==> config.mk <==
export PLATFORM = sky130hd
export DESIGN_NAME = exmem_skid_stage
export DESIGN_NICKNAME = d
export VERILOG_FILES = /design/src/rtl/riscv_pipe_pkg.sv /design/src/rtl/exmem_fwd_match.sv /design/src/rtl/exmem_skid_stage.sv
export SDC_FILE = /design/constraint.sdc
export NUM_CORES = 1
export LEC_CHECK = 0
export ABC_AREA = 0
export BUFFER_PORTS_ARGS = -buffer_cell sky130_fd_sc_hd__buf_4
export CAP_MARGIN = 10
export CORE_MARGIN = 2
export CORE_UTILIZATION = 30
export CTS_BUF_LIST = sky130_fd_sc_hd__clkbuf_16
export DETAILED_ROUTE_END_ITERATION = 8
export HOLD_SLACK_MARGIN = 0.12
export PLACE_DENSITY_LB_ADDON = 0.2
export SETUP_SLACK_MARGIN = 0.05
export SYNTH_ARGS = -nofsm -noshare
export SYNTH_HDL_FRONTEND = slang
export SYNTH_HIERARCHICAL = 1
export SYNTH_SLANG_ARGS = --single-unit
export TNS_END_PERCENT = 20
==> constraint.sdc <==
create_clock -name clk -period 2.5 [get_ports clk]
set_input_delay 0.5 -clock clk [delete_from_list [all_inputs] [get_ports clk]]
set_output_delay 0.5 -clock clk [all_outputs]
set_load 0.1 [all_outputs]
==> src/rtl/riscv_pipe_pkg.sv <==
// Shared types for the EX->MEM pipeline stage: memory access size, per-entry
// control bits, payload layout and the occupancy state of the skid stage.
package riscv_pipe_pkg;

  localparam int XLEN_DEF = 32;
  localparam int RAW_DEF  = 5;

  typedef enum logic [1:0] {
    BYTE = 2'd0,
    HALF = 2'd1,
    WORD = 2'd2
  } mem_size_e;

  typedef struct packed {
    logic      wb_en;
    logic      read_en;
    logic      write_en;
    mem_size_e size;
  } exmem_ctrl_t;

  typedef struct packed {
    logic [XLEN_DEF-1:0] result;
    logic [XLEN_DEF-1:0] store_data;
    logic [RAW_DEF-1:0]  rd;
    exmem_ctrl_t         ctrl;
  } exmem_payload_t;

  typedef enum logic [1:0] {
    OCC_EMPTY = 2'd0,
    OCC_ONE   = 2'd1,
    OCC_TWO   = 2'd2
  } exmem_occ_e;

  // A write to x0 is architecturally a no-op; a load/store collision keeps the load.
  function automatic exmem_ctrl_t sanitize_ctrl(input logic      rd_nonzero,
                                                input logic      wb_en,
                                                input logic      read_en,
                                                input logic      write_en,
                                                input logic [1:0] size);
    exmem_ctrl_t c;
    c.wb_en    = wb_en & rd_nonzero;
    c.read_en  = read_en;
    c.write_en = write_en & ~read_en;
    c.size     = mem_size_e'(size);
    return c;
  endfunction

endpackage

==> src/rtl/exmem_fwd_match.sv <==
// Forwarding lookup for one source register across the two held entries;
// the younger entry wins when both carry a matching destination.
module exmem_fwd_match
  import riscv_pipe_pkg::*;
#(
  parameter int XLEN = XLEN_DEF,
  parameter int RAW  = RAW_DEF
) (
  input  logic [RAW-1:0]  rs_i,
  input  logic            young_valid_i,
  input  logic            young_wb_en_i,
  input  logic [RAW-1:0]  young_rd_i,
  input  logic [XLEN-1:0] young_result_i,
  input  logic            young_read_en_i,
  input  logic            old_valid_i,
  input  logic            old_wb_en_i,
  input  logic [RAW-1:0]  old_rd_i,
  input  logic [XLEN-1:0] old_result_i,
  input  logic            old_read_en_i,
  output logic            hit_o,
  output logic [XLEN-1:0] data_o,
  output logic            is_load_o
);

  logic young_match;
  logic old_match;

  assign young_match = young_valid_i & young_wb_en_i & (young_rd_i == rs_i) & (rs_i != '0);
  assign old_match   = old_valid_i & old_wb_en_i & (old_rd_i == rs_i) & (rs_i != '0);

  // NOTE: every output gets a default before the if-chain so no path leaves one unassigned (no latch).
  always_comb begin
    hit_o     = 1'b0;
    data_o    = '0;
    is_load_o = 1'b0;
    if (young_match) begin
      hit_o     = 1'b1;
      data_o    = young_result_i;
      is_load_o = young_read_en_i;
    end else if (old_match) begin
      hit_o     = 1'b1;
      data_o    = old_result_i;
      is_load_o = old_read_en_i;
    end
  end

endmodule

==> src/rtl/exmem_skid_stage.sv <==
// EX->MEM pipeline register with valid/ready handshake, optional second (skid)
// entry, synchronous flush and rs1/rs2 forwarding from every held entry.
module exmem_skid_stage
  import riscv_pipe_pkg::*;
#(
  parameter int XLEN = XLEN_DEF,
  parameter int RAW  = RAW_DEF,
  parameter int SKID = 1
) (
  input  logic            clk,
  input  logic            rst_n,
  input  logic            flush_i,
  input  logic            in_valid_i,
  output logic            in_ready_o,
  input  logic [XLEN-1:0] result_i,
  input  logic [XLEN-1:0] store_data_i,
  input  logic [RAW-1:0]  rd_i,
  input  logic            wb_en_i,
  input  logic            read_en_i,
  input  logic            write_en_i,
  input  logic [1:0]      size_i,
  output logic            out_valid_o,
  input  logic            out_ready_i,
  output logic [XLEN-1:0] result_o,
  output logic [XLEN-1:0] store_data_o,
  output logic [RAW-1:0]  rd_o,
  output logic            wb_en_o,
  output logic            read_en_o,
  output logic            write_en_o,
  output logic [1:0]      size_o,
  input  logic [RAW-1:0]  fwd_rs1_i,
  input  logic [RAW-1:0]  fwd_rs2_i,
  output logic            fwd_rs1_hit_o,
  output logic            fwd_rs2_hit_o,
  output logic [XLEN-1:0] fwd_rs1_data_o,
  output logic [XLEN-1:0] fwd_rs2_data_o,
  output logic            fwd_load_hazard_o
);

  typedef struct packed {
    logic [XLEN-1:0] result;
    logic [XLEN-1:0] store_data;
    logic [RAW-1:0]  rd;
    exmem_ctrl_t     ctrl;
  } entry_t;

  exmem_occ_e occ_q, occ_d;
  entry_t     head_q, head_d, skid_q, cap;
  logic       head_valid, skid_valid;
  logic       in_fire, out_fire, skid_load;
  logic       rs1_load, rs2_load;

  assign head_valid = (occ_q != OCC_EMPTY);
  assign skid_valid = (SKID != 0) && (occ_q == OCC_TWO);
  assign in_ready_o = (SKID != 0) ? !skid_valid : (!head_valid || out_ready_i);
  assign in_fire    = in_valid_i & in_ready_o;
  assign out_fire   = head_valid & out_ready_i;

  always_comb begin
    cap.result     = result_i;
    cap.store_data = store_data_i;
    cap.rd         = rd_i;
    cap.ctrl       = sanitize_ctrl(rd_i != '0, wb_en_i, read_en_i, write_en_i, size_i);
  end

  always_comb begin
    occ_d     = occ_q;
    head_d    = head_q;
    skid_load = 1'b0;
    case (occ_q)
      OCC_EMPTY: begin
        if (in_fire) begin
          occ_d  = OCC_ONE;
          head_d = cap;
        end
      end
      OCC_ONE: begin
        if (in_fire && out_fire) begin
          head_d = cap;
        end else if (in_fire) begin
          occ_d     = OCC_TWO;
          skid_load = 1'b1;
        end else if (out_fire) begin
          occ_d = OCC_EMPTY;
        end
      end
      OCC_TWO: begin
        if (out_fire) begin
          occ_d  = OCC_ONE;
          head_d = skid_q;
        end
      end
      default: occ_d = OCC_EMPTY;
    endcase
    // A flushed beat must not disturb the held data fields either.
    if (flush_i) begin
      occ_d     = OCC_EMPTY;
      head_d    = head_q;
      skid_load = 1'b0;
    end
  end

  // NOTE: state registers use non-blocking assignments so every flop samples pre-edge values.
  // NOTE: payload registers are reset too, so all data outputs read 0 straight after reset.
  always_ff @(posedge clk) begin
    if (!rst_n) begin
      occ_q  <= OCC_EMPTY;
      head_q <= '0;
    end else begin
      occ_q  <= occ_d;
      head_q <= head_d;
    end
  end

  if (SKID != 0) begin : g_skid
    always_ff @(posedge clk) begin
      if (!rst_n) begin
        skid_q <= '0;
      end else if (skid_load) begin
        skid_q <= cap;
      end
    end
  end else begin : g_no_skid
    assign skid_q = '0;
  end

  assign out_valid_o  = head_valid;
  assign result_o     = head_q.result;
  assign store_data_o = head_q.store_data;
  assign rd_o         = head_q.rd;
  assign size_o       = head_q.ctrl.size;
  assign wb_en_o      = head_valid & head_q.ctrl.wb_en;
  assign read_en_o    = head_valid & head_q.ctrl.read_en;
  assign write_en_o   = head_valid & head_q.ctrl.write_en;

  exmem_fwd_match #(.XLEN(XLEN), .RAW(RAW)) u_fwd_rs1 (
    .rs_i            (fwd_rs1_i),
    .young_valid_i   (skid_valid),
    .young_wb_en_i   (skid_q.ctrl.wb_en),
    .young_rd_i      (skid_q.rd),
    .young_result_i  (skid_q.result),
    .young_read_en_i (skid_q.ctrl.read_en),
    .old_valid_i     (head_valid),
    .old_wb_en_i     (head_q.ctrl.wb_en),
    .old_rd_i        (head_q.rd),
    .old_result_i    (head_q.result),
    .old_read_en_i   (head_q.ctrl.read_en),
    .hit_o           (fwd_rs1_hit_o),
    .data_o          (fwd_rs1_data_o),
    .is_load_o       (rs1_load)
  );

  exmem_fwd_match #(.XLEN(XLEN), .RAW(RAW)) u_fwd_rs2 (
    .rs_i            (fwd_rs2_i),
    .young_valid_i   (skid_valid),
    .young_wb_en_i   (skid_q.ctrl.wb_en),
    .young_rd_i      (skid_q.rd),
    .young_result_i  (skid_q.result),
    .young_read_en_i (skid_q.ctrl.read_en),
    .old_valid_i     (head_valid),
    .old_wb_en_i     (head_q.ctrl.wb_en),
    .old_rd_i        (head_q.rd),
    .old_result_i    (head_q.result),
    .old_read_en_i   (head_q.ctrl.read_en),
    .hit_o           (fwd_rs2_hit_o),
    .data_o          (fwd_rs2_data_o),
    .is_load_o       (rs2_load)
  );

  assign fwd_load_hazard_o = rs1_load | rs2_load;

  // A captured op that both loads and stores points at a decoder bug upstream.
  a_no_load_store : assert property (@(posedge clk) disable iff (!rst_n)
                                     !(in_fire && read_en_i && write_en_i));

endmodule

Word level (Yosys, flattened, before mapping)
Index checks and enable logic that the tools add are counted.

Output and inout bits: 143. Input bits: 89. Flip-flop bits (word level): 150.

Reduce and logical (&&, ||, !) cells: 11. Bitwise logic cells: 20. Equal/unequal tests: 11. Mux-type cells: 26.

Operators by type and width (number): two-way mux 74 bit (3); one-hot mux 74 bit (3 select lines) (1); two-way mux 32 bit (4); equality test 5 bit (4); bitwise AND 1 bit (16); nonzero test 5 bit (3); two-way mux 1 bit (12); two-way mux 2 bit (5); inequality test 2 bit, second input constant (3); one-hot mux 2 bit (3 select lines) (1); AND reduction 5 bit (1); AND reduction 4 bit (1); inequality test 3 bit, second input constant (1); NOT 1 bit (3); nonzero test 3 bit (1); equality test 2 x 1 -> 1 bit, second input constant (1); equality test 2 bit, second input constant (1); zero test 2 bit (1); inequality test 2 x 1 -> 1 bit, second input constant (1); nonzero test 2 bit (1); OR reduction 2 bit (1); logical AND 1 bit (1); zero test 1 bit (1); bitwise OR 1 bit (1).

Longest topological paths before layout
Gate-level depths: netlist of run 1.

Depth in word-level cells: 7. Mapped depth: 8. Depth with buffers taken out: 7.

Modules after synthesis
Netlist of run 1, hierarchy kept.

By module, submodules not included: exmem_skid_stage (instances 1, area each 7290.7 um^2, cells an instance 845, seq. area each 3002.9 um^2); exmem_fwd_match (instances 2, area each 940.9 um^2, cells an instance 101, seq. area each 0.0 um^2).

Worst setup path before layout of run 1
Ideal clock, no wire load.

Path type: flip-flop to output port. Start: register occ_q[0]. End: output fwd_rs1_hit_o. Cell stages (with the launch flop): 8. Data arrival time: 2611 ps. Required time: 2000 ps. Path slack: -611 ps. Path through: dfxtp_1 nor2_1 inv_1 nand2_1 a211oi_1 clkbuf_1 nand2_1 nand2_1.

Word-level cells in the longest chain between the ends: 6.

Ends and longest elaborated chain: from (decl) (line exmem_skid_stage.sv:47) `exmem_occ_e occ_q, occ_d;`; from (signal assigned) (line exmem_skid_stage.sv:107) `occ_q <= OCC_EMPTY;`; from (signal assigned) (line exmem_skid_stage.sv:110) `occ_q <= occ_d;`; nonzero test 2 bit (line exmem_skid_stage.sv:53) `assign head_valid = (occ_q != OCC_EMPTY);`; via out_valid_o (line exmem_skid_stage.sv:22) `output logic out_valid_o,`; bitwise AND 1 bit (3 in series) (line exmem_fwd_match.sv:29) `assign old_match = old_valid_i & old_wb_en_i & (old_rd_i == rs_i) & (rs_i != '0);`; two-way mux 1 bit (line exmem_fwd_match.sv:40) `end else if (old_match) begin`; two-way mux 1 bit (line exmem_fwd_match.sv:36) `if (young_match) begin`; to (decl) (line exmem_skid_stage.sv:33) `output logic fwd_rs1_hit_o,`.

The timed path passes the listed nets, and every way through them passes these cells.

Worst setup path after layout of run 1
Start: register skid_q[8] (netlist bit). End: output fwd_rs2_data_o[23].

Word-level cells in the longest chain between the ends: 4.

Ends and longest elaborated chain: from (decl) (line exmem_skid_stage.sv:48) `entry_t head_q, head_d, skid_q, cap;`; from (signal assigned) (line exmem_skid_stage.sv:120) `skid_q <= cap;`; equality test 5 bit (line exmem_fwd_match.sv:28) `assign young_match = young_valid_i & young_wb_en_i & (young_rd_i == rs_i) & (rs_i != '0);`; bitwise AND 1 bit (2 in series) (line exmem_fwd_match.sv:28); two-way mux 32 bit (line exmem_fwd_match.sv:36); to (decl) (line exmem_skid_stage.sv:36) `output logic [XLEN-1:0] fwd_rs2_data_o,`.

Every way passes these cells.

==> results.py, run 1 <==
metrics = {
    "timing": {
        "holdWs_ps": 276,
        "clock_skew_ps": 14.9,
        "finalCriticalPeriod_ps": 2760,
        "hold_viol_final": 0,
        "finalSetupTns_ps": -14470,
        "slew_violations": 0,
        "setup_ws_ps": -259,
        "setup_viol": 66,
        "fmax_ghz": 0.362,
        "slew_headroom_pct": 63.3,
        "finalCritPeriodShare_pct": 110,
        "rsz0062_at_grt": "yes",
        "max_slew.worst_pin.slew_ps": 551,
    },
    "clocking": {
        "htreeDepth": 4,
        "cts_root_buffer": "clkbuf_16",
        "tritoncts": "yes",
        "cts_buffers": 17,
        "clock_latency_ps": 430,
        "ctsHoldBuffers": 0,
        "clockBufferDepth": 2,
        "path_clk_slew_ps": 70,
        "cts_sinks": 150,
    },
    "yosys": {
        "synth.area.top_cells": "dfxtp_1, mux2_2, mux2_4, nand2_1, buf_4",
        "syn_avg_cell_area_um2": 8.76,
        "synth_cell_types": 40,
        "syn_nets": 1136,
        "syn-cell-area_um2": 9170,
        "yosysMostFrequentCell": "nand2_1",
        "synth_ff_type": "dfxtp_1",
        "ys_warn_count": 6,
        "async_reset_ff_share_pct": 0,
        "yosysSeqAreaShare_pct": 32.7,
        "synth_top_cell_by_area": "dfxtp_1",
        "synth_top_area_share_pct": 32.7,
        "synth_edf_count": 0,
        "synth_top_cells_by_count": "nand2_1, dfxtp_1, mux2_2, buf_4, o211ai_1",
        "syn_inst": 1047,
        "ys_ff_latch": 150,
    },
    "floorplan": {
        "dieWidth_um": 179,
        "die-area_um2": 32000,
        "fp.dieH_um": 179,
        "start_util_pct": 30.2,
        "pin_count": 232,
        "core.rowCount": 64,
        "design.core.area_um2": 30300,
    },
    "final_layout": {
        "utilization_pct": 40.1,
        "area_growth_syn_to_layout_pct": 32.8,
        "ff_latch_area_um2": 3010,
        "layout-drive-gt1-share_pct": 40.2,
        "final_nets": 1267,
        "fillCellCount": 3039,
        "multi_input_area_um2": 5180,
        "antenna_cells": 0,
    },
    "worst_setup_path": {
        "worstPathRequired_ps": 2000,
        "cp_max_fo": 24,
        "critical_path_class": "reg -> out",
        "end_kind": "output pin",
        "arrival_ps": 2260,
        "reg2reg_slack_ps": 420,
        "start_kind": "register",
    },
    "drt": {
        "ant_nets": 0,
        "drtIter0Drc": 347,
        "wl_per_cell_um": 17.7,
        "avgViaCountPerCell": 4.88,
        "via_count": 7752,
        "drtPass1Iterations": 6,
        "drc": 0,
        "drt-total-wl_mm": 28.0,
    },
    "grt": {
        "grt_usage_pct": 17.4,
        "antenna_found_initial": 1,
        "grt_pass1_vias": 7514,
        "grt_max_degree": 65,
        "grt_pass1_wl_mm": 43.2,
        "grt-ovfl-total": 0,
    },
    "placed_design": {
        "place.gp.congestion": 0.731,
        "place_hpwl_mm": 19.0,
        "port_buffers": 231,
    },
    "status": {
        "violations": "negative setup slack",
        "status": "complete, but fails checks",
    },
    "power": {
        "p_leak_nw": 5.24,
        "power_density_nw_per_um2": 518,
        "vdd_ir_drop_max_v": 0.000349,
    },
    "flow_run": {
        "maxCapViolations": 0,
    },
    "hold_path": {
        "hold_class": "in -> reg",
    },
}
-- cell usage in the layout, fill, tap and decap left out, types with 2 or more instances in the layout --
cell type  Yosys  routed
nor2b_1        6       6
nor4_4         0       2
a2111oi_4      2       2
o21ai_1       71      71
nor3_1         4       3
xor2_2         0       2
dfxtp_1      150     143
buf_12         0      53
nand2_1      232     228
buf_4         77     191
nand2b_1       3       2
mux2_4        58      58
a21boi_0      12      12
buf_6         19      31
clkinv_4       0       2
dfxtp_2        0       6
a21oi_1        2       2
a222oi_1       2       2
inv_6          0       5
mux2_2        81      81
a211oi_4       0       2
nor2_1         9       8
o211ai_1      73      73
nand2_2        0       4
nor2b_4        2       2
inv_8          0       6
clkbuf_16      0      17
or2_4          0       2
a21boi_1      61      61
o21ai_0        5       5
inv_1         11       9
and3_1        67      67
xor2_1        14      12
nand4_4        0       2
-- path summary, 6_finish.rpt --
kind | cells past startpoint | from | to
worst min register to register | 2 | skid_q[34] | skid_q[34]
worst max register to register | 6 | occ_q[1] | result_o[15]
worst min-delay path | 2 | out_ready_i | occ_q[1]
worst max-delay path | 6 | skid_q[8] | fwd_rs2_data_o[23]
-- power by group --
group / internal [W] / switching (W)
Sequential: 0.00246 / 0.0000642
Clock: 0.00144 / 0.00122
Combinational: 0.000352 / 0.000780
Total: 0.00425 / 0.00206
-- state kept, by name, indices dropped and copies added, names as in the netlist --
register      count
size_o            2
occ_q             2
head_q            3
skid_q           74
result_o         32
store_data_o     32
rd_o              5
-- final cells by class --
class | instances | share of cell area, %
Tap cell | 396 | 4.07
Clock inverter | 15 | 1.44
Multi-Input combinational cell | 723 | 42.5
Sequential cell | 150 | 24.7
Timing Repair Buffer | 275 | 23.3
Inverter | 11 | 0.390
Clock buffer | 17 | 3.49
-- cell families after synthesis --
logic type	after synthesis	share of synthesized area, %
xor gates and xnor gates	14	1.34
muxes	140	19.6
buffers and inverters	174	12.1
and+or+nand+nor	335	16.7
AOI/OAI and AO/OA	234	17.5
DFF	150	32.7
-- what timing repair did --
item | in CTS | in global routing
endpoints found under the setup margin | 68 | 67
buffers inserted | 0 | 1
pin swaps | 1 | 2
gates resized for setup | 123 | 44
-- critical path, cell delays in order (launching register included) --
cell	delay [ps]
dfxtp_2	360
buf_4	150
a2111oi_4	390
nand4_4	190
buf_12	220
mux2_4	340
buf_12	170
-- per-stage QoR --
step	instances	power, W	area [um^2]	setup slack, ps
2_1_floorplan	1047	0.00342	9240	20.6
3_3_place_gp	1554	0.00371	10900	-102
3_5_place_dp	1554	0.00371	10900	-122
4_1_cts	1586	0.00642	12000	-333
5_1_grt	1587	0.00661	12200	-341
6_report	1587	0.00631	12200	-259
-- layer usage --
layer,vias up,wire (um),global-route usage (%)
met3,29,1650,4.92
met4,0,569,5.05
met5,-,0,0
met2,173,13600,29.2
li1,3831,-,-
met1,3719,12200,21.5
Note: power is estimated with default switching activity, not from simulation.
==> run 2: changes to the inputs <==
==> constraint.sdc (replaced) <==
create_clock -name clk -period 2.5 [get_ports clk]
set_input_delay 0.375 -clock clk [delete_from_list [all_inputs] [get_ports clk]]
set_output_delay 0.375 -clock clk [all_outputs]
set_load 0.1 [all_outputs]
==> run 2 against run 1 <==
Against the previous run:
- the flow still finishes with violations (negative setup slack)
- design area up 1.3%
- via count up 0.28%
- core utilization up 0.53 points
- critical path type unchanged
- largest cell class unchanged
- highest routed layer unchanged
==> results.py, run 2 (synthesis gave the netlist of run 1 again) <==
metrics = {
    "clocking": {
        "cts_buffers": 17,
        "cts_root_buffer": "clkbuf_16",
        "clockBufferDepth": 2,
        "ctsHoldBuffers": 0,
        "clock_latency_ps": 430,
        "tritoncts": "yes",
        "cts_sinks": 150,
        "htreeDepth": 4,
        "path_clk_slew_ps": 70,
    },
    "flow_run": {
        "maxCapViolations": 0,
    },
    "timing": {
        "finalCritPeriodShare_pct": 108,
        "rsz0062_at_grt": "yes",
        "slew_headroom_pct": 32.8,
        "max_slew.worst_pin.slew_ps": 1010,
        "finalSetupTns_ps": -8470,
        "hold_viol_final": 0,
        "setup_ws_ps": -198,
        "fmax_ghz": 0.371,
        "clock_skew_ps": 11.0,
        "setup_viol": 65,
        "finalCriticalPeriod_ps": 2700,
        "slew_violations": 0,
    },
    "placed_design": {
        "dp_slack_ps": 70.5,
        "place.gp.congestion": 0.756,
        "place_hpwl_mm": 18.2,
        "placed_cells": 1540,
        "port_buffers": 231,
        "dpl-instance-area_um2": 10800,
    },
    "final_layout": {
        "largest_register": "skid_q",
        "layout_commonest_cell": "nand2_1",
        "largest_reg_flops": 74,
        "layout.cells.non_filler": 1584,
        "final_cell_area_um2": 12300,
        "antenna_cells": 0,
        "area_growth_syn_to_layout_pct": 34.5,
        "layout-drive-gt1-share_pct": 39.6,
        "final_nets": 1264,
        "layout_common_cells": "nand2_1, buf_4, dfxtp_1, mux2_2, o211ai_1",
    },
    "power": {
        "pwr-share-seq_pct": 40.4,
        "combPwrFrac_pct": 18.0,
        "p_leak_nw": 5.30,
        "power_density_nw_per_um2": 505,
        "clockPowerShare_pct": 41.6,
        "intPower_w": 0.00422,
        "vdd_ir_drop_max_v": 0.000338,
        "power.share.switching_pct": 32.4,
        "p_switching_w": 0.00202,
    },
    "worst_setup_path": {
        "r2r_start": "occ_q[0]",
        "worstPathRequired_ps": 2120,
        "start_kind": "register",
        "end_kind": "output pin",
        "cp_max_fo": 5,
        "startpoint": "skid_q[6]",
        "arrival_ps": 2320,
        "critical_path_class": "reg -> out",
    },
    "grt": {
        "grt_pass1_wl_mm": 43.9,
        "grt_pass1_vias": 7563,
        "grt-ovfl-total": 0,
        "antenna_found_initial": 0,
        "grt_max_degree": 89,
        "grt_usage_pct": 17.8,
    },
    "status": {
        "status": "complete, but fails checks",
        "violations": "negative setup slack",
    },
    "floorplan": {
        "pin_count": 232,
        "fp.dieH_um": 179,
        "design.core.area_um2": 30300,
        "dieWidth_um": 179,
        "die-area_um2": 32000,
        "start_util_pct": 30.2,
        "core.rowCount": 64,
    },
    "drt": {
        "avgViaCountPerCell": 4.91,
        "ant_nets": 0,
        "drt-total-wl_mm": 28.6,
        "wl_per_cell_um": 18.0,
        "drc": 0,
        "drtPass1Iterations": 4,
        "via_count": 7774,
        "drtIter0Drc": 450,
    },
    "hold_path": {
        "hold_class": "in -> reg",
        "hp-start": "out_ready_i",
    },
}
[run 2: cell count changes in the layout (fill, tap and decap cells not counted), sizes merged]
cell | previous run | this run
buf | 275 | 272
clkinv | 3 | 6
clkinvlp | 1 | 2
inv | 21 | 17
[run 2: worst max-delay path, stage by stage, from the launching register on]
cell and delay [ps]:
dfxtp_4 370, a222oi_1 360, buf_4 190, nand4_4 140, buf_12 200, buf_16 140, mux2_4 320, buf_12 170
[run 2: final cells by class]
cell class | count | area (um^2)
Fill cell | 3032 | 18000
Multi-Input combinational cell | 723 | 5180
Timing Repair Buffer | 272 | 3020
Sequential cell | 150 | 3010
Tap cell | 396 | 495
Clock buffer | 17 | 425
Clock inverter | 15 | 163
Inverter | 11 | 47.5
[run 2: power by group through the flow]
stage,combinational (W),sequential (W),clock (W)
floorplan,0.000861,0.00256,0
CTS,0.00113,0.00252,0.00269
global placement,0.00112,0.00258,0
global route,0.00119,0.00253,0.00281
finish,0.00112,0.00252,0.00259
detailed placement,0.00113,0.00258,0
[run 2: layer usage]
layer	vias up	wire, um	global-route usage (%)
met4	0	467	4.47
met3	27	1720	4.90
met1	3738	12400	21.6
li1	3824	-	-
met2	185	14000	31.0
met5	-	0	0
[run 2: through the flow]
step | util (%) | hold slack [ps] | power [W]
finish | 40.7 | 161 | 0.00624
global route | 40.7 | 142 | 0.00653
CTS | 40.6 | 134 | 0.00635
detailed placement | 35.6 | 442 | 0.00370
global placement | 35.6 | 437 | 0.00370
floorplan | - | 433 | 0.00342
[run 2: what timing repair did]
action	CTS	global route
setup endpoints to repair	67	67
resized for setup	191	9
pin swaps	4	2
cloned	3	0
buffers inserted	10	0
[run 2: path summary, 6_finish.rpt]
| kind | to | slack (ps) | depth (start not counted) |
|---|---|---|---|
| hold reg to reg | skid_q[34] | 450 | 2 |
| setup / recovery | fwd_rs2_data_o[0] | -200 | 7 |
| hold / removal | occ_q[1] | 160 | 2 |
| setup reg to reg | skid_q[5] | 570 | 5 |
==> run 3: changes to the inputs <==
- CORE_UTILIZATION: 30 -> 49
==> run 3 against run 2 <==
Against the previous run:
- the run still ends with negative setup slack left
- count of clock-buffer cells in the layout unchanged
- clock power decreased by 5%
- global-route usage rose by 7.4 points
- non-clock buffer count is 6 lower
- critical path depth shrank 2
- routed wire length shrank 12%
- critical path type unchanged
- largest cell class unchanged
==> results.py, run 3 (synthesis gave the netlist of run 1 again) <==
metrics = {
    "status": {
        "status": "complete, but fails checks",
        "violations": "negative setup slack",
    },
    "timing": {
        "finalCritPeriodShare_pct": 105,
        "setup_viol": 66,
        "holdWs_ps": 160,
        "fmax_ghz": 0.380,
        "setup_ws_ps": -133,
        "max_slew.worst_pin.slew_ps": 1090,
        "clock_skew_ps": 7.76,
        "finalCriticalPeriod_ps": 2630,
        "slew_violations": 0,
        "rsz0062_at_grt": "yes",
        "slew_headroom_pct": 27.2,
        "hold_viol_final": 0,
    },
    "final_layout": {
        "largest_reg_flops": 74,
        "fillCellCount": 1520,
        "antenna_cells": 0,
        "largest_register": "skid_q",
        "layout_commonest_cell": "nand2_1",
        "layout_common_cells": "nand2_1, buf_4, dfxtp_1, mux2_2, o211ai_1",
        "final_nets": 1258,
        "final_cell_area_um2": 11900,
        "layout-drive-gt1-share_pct": 39.3,
        "area_growth_syn_to_layout_pct": 30.0,
    },
    "floorplan": {
        "core.rowCount": 50,
        "start_util_pct": 49.5,
        "dieWidth_um": 141,
        "die-area_um2": 19800,
        "pin_count": 232,
        "design.core.area_um2": 18500,
        "fp.dieH_um": 141,
    },
    "placed_design": {
        "place.gp.congestion": 0.832,
        "dpl-instance-area_um2": 10600,
        "dp_slack_ps": 118,
        "place_hpwl_mm": 15.8,
        "port_buffers": 231,
    },
    "grt": {
        "grt-ovfl-total": 0,
        "grt_max_degree": 77,
        "grt_pass1_vias": 7698,
        "grt_pass1_wl_mm": 40.5,
        "antenna_found_initial": 0,
        "grt_usage_pct": 25.2,
    },
    "drt": {
        "drtPass1Iterations": 4,
        "drc": 0,
        "via_count": 7787,
        "ant_nets": 0,
        "wl_per_cell_um": 17.7,
        "avgViaCountPerCell": 5.50,
        "drt-total-wl_mm": 25.0,
        "drtIter0Drc": 378,
    },
    "clocking": {
        "htreeDepth": 4,
        "path_clk_slew_ps": 60,
        "cts_sinks": 150,
        "clock_latency_ps": 420,
        "cts_buffers": 17,
        "cts_root_buffer": "clkbuf_16",
        "tritoncts": "yes",
        "clockBufferDepth": 2,
    },
    "worst_setup_path": {
        "start_kind": "register",
        "cp_max_fo": 22,
        "arrival_ps": 2260,
        "critical_path_class": "reg -> out",
        "end_kind": "output pin",
        "worstPathRequired_ps": 2120,
    },
    "power": {
        "power_density_nw_per_um2": 511,
        "vdd_ir_drop_max_v": 0.000416,
        "p_leak_nw": 5.18,
    },
    "flow_run": {
        "maxCapViolations": 0,
    },
    "hold_path": {
        "hold_class": "in -> reg",
    },
}
-- run 3: critical path: stages, from the launching register on --
cell,delay (ps)
dfxtp_4,370
a222oi_1,510
nand4_4,210
buf_12,220
mux2_4,330
buf_12,170
-- run 3: layer usage --
layer / vias to the layer above / part of all wire, % / GRT usage (%)
met5: - / 0 / 0
met4: 0 / 2.3 / 7.84
met3: 29 / 5.2 / 6.05
met2: 182 / 49 / 43.7
met1: 3768 / 43 / 31.1
li1: 3808 / - / -
-- run 3: path summary, 6_finish.rpt --
kind	start	endpoint	slack, ps	depth (start not counted)
max	skid_q[6]	fwd_rs1_data_o[2]	-130	5
min	out_ready_i	occ_q[1]	160	2
max reg2reg	occ_q[0]	result_o[18]	490	5
min reg2reg	skid_q[41]	skid_q[41]	450	2
-- run 3: layout make-up --
cell class	instances	area (um^2)	area share, %
tap	234	293	2.46
clock buffer	17	425	3.57
timing repair buffer	266	2840	23.8
clock inverter	15	140	1.18
sequential	150	3020	25.3
inverter	11	47.5	0.399
multi-input combinational	723	5160	43.3
-- run 3: repair_timing --
item | 4_1_cts | 5_1_grt
hold buffers | 0 | 0
cloned | 2 | 0
pin swaps | 4 | 3
gates resized for setup | 183 | 10
setup endpoints to repair | 68 | 68
buffers inserted | 6 | 1
-- run 3: power breakdown --
part / leakage (nW) / switching [W] / internal, W
clock network: 0.276 / 0.00101 / 0.00145
registers: 1.22 / 0.0000611 / 0.00246
logic: 3.68 / 0.000764 / 0.000339
total: 5.18 / 0.00184 / 0.00425
-- run 3: per-stage QoR --
step | util (%) | instances | total power, W | setup TNS, ps
final | 64.4 | 1416 | 0.00609 | -6610
after global routing | 64.4 | 1416 | 0.00634 | -10730
after CTS | 64.7 | 1419 | 0.00615 | -8560
after detailed placement | 57.1 | 1379 | 0.00368 | 0
after global placement | 57.1 | 1379 | 0.00367 | 0
after floorplan | - | 1047 | 0.00342 | 0
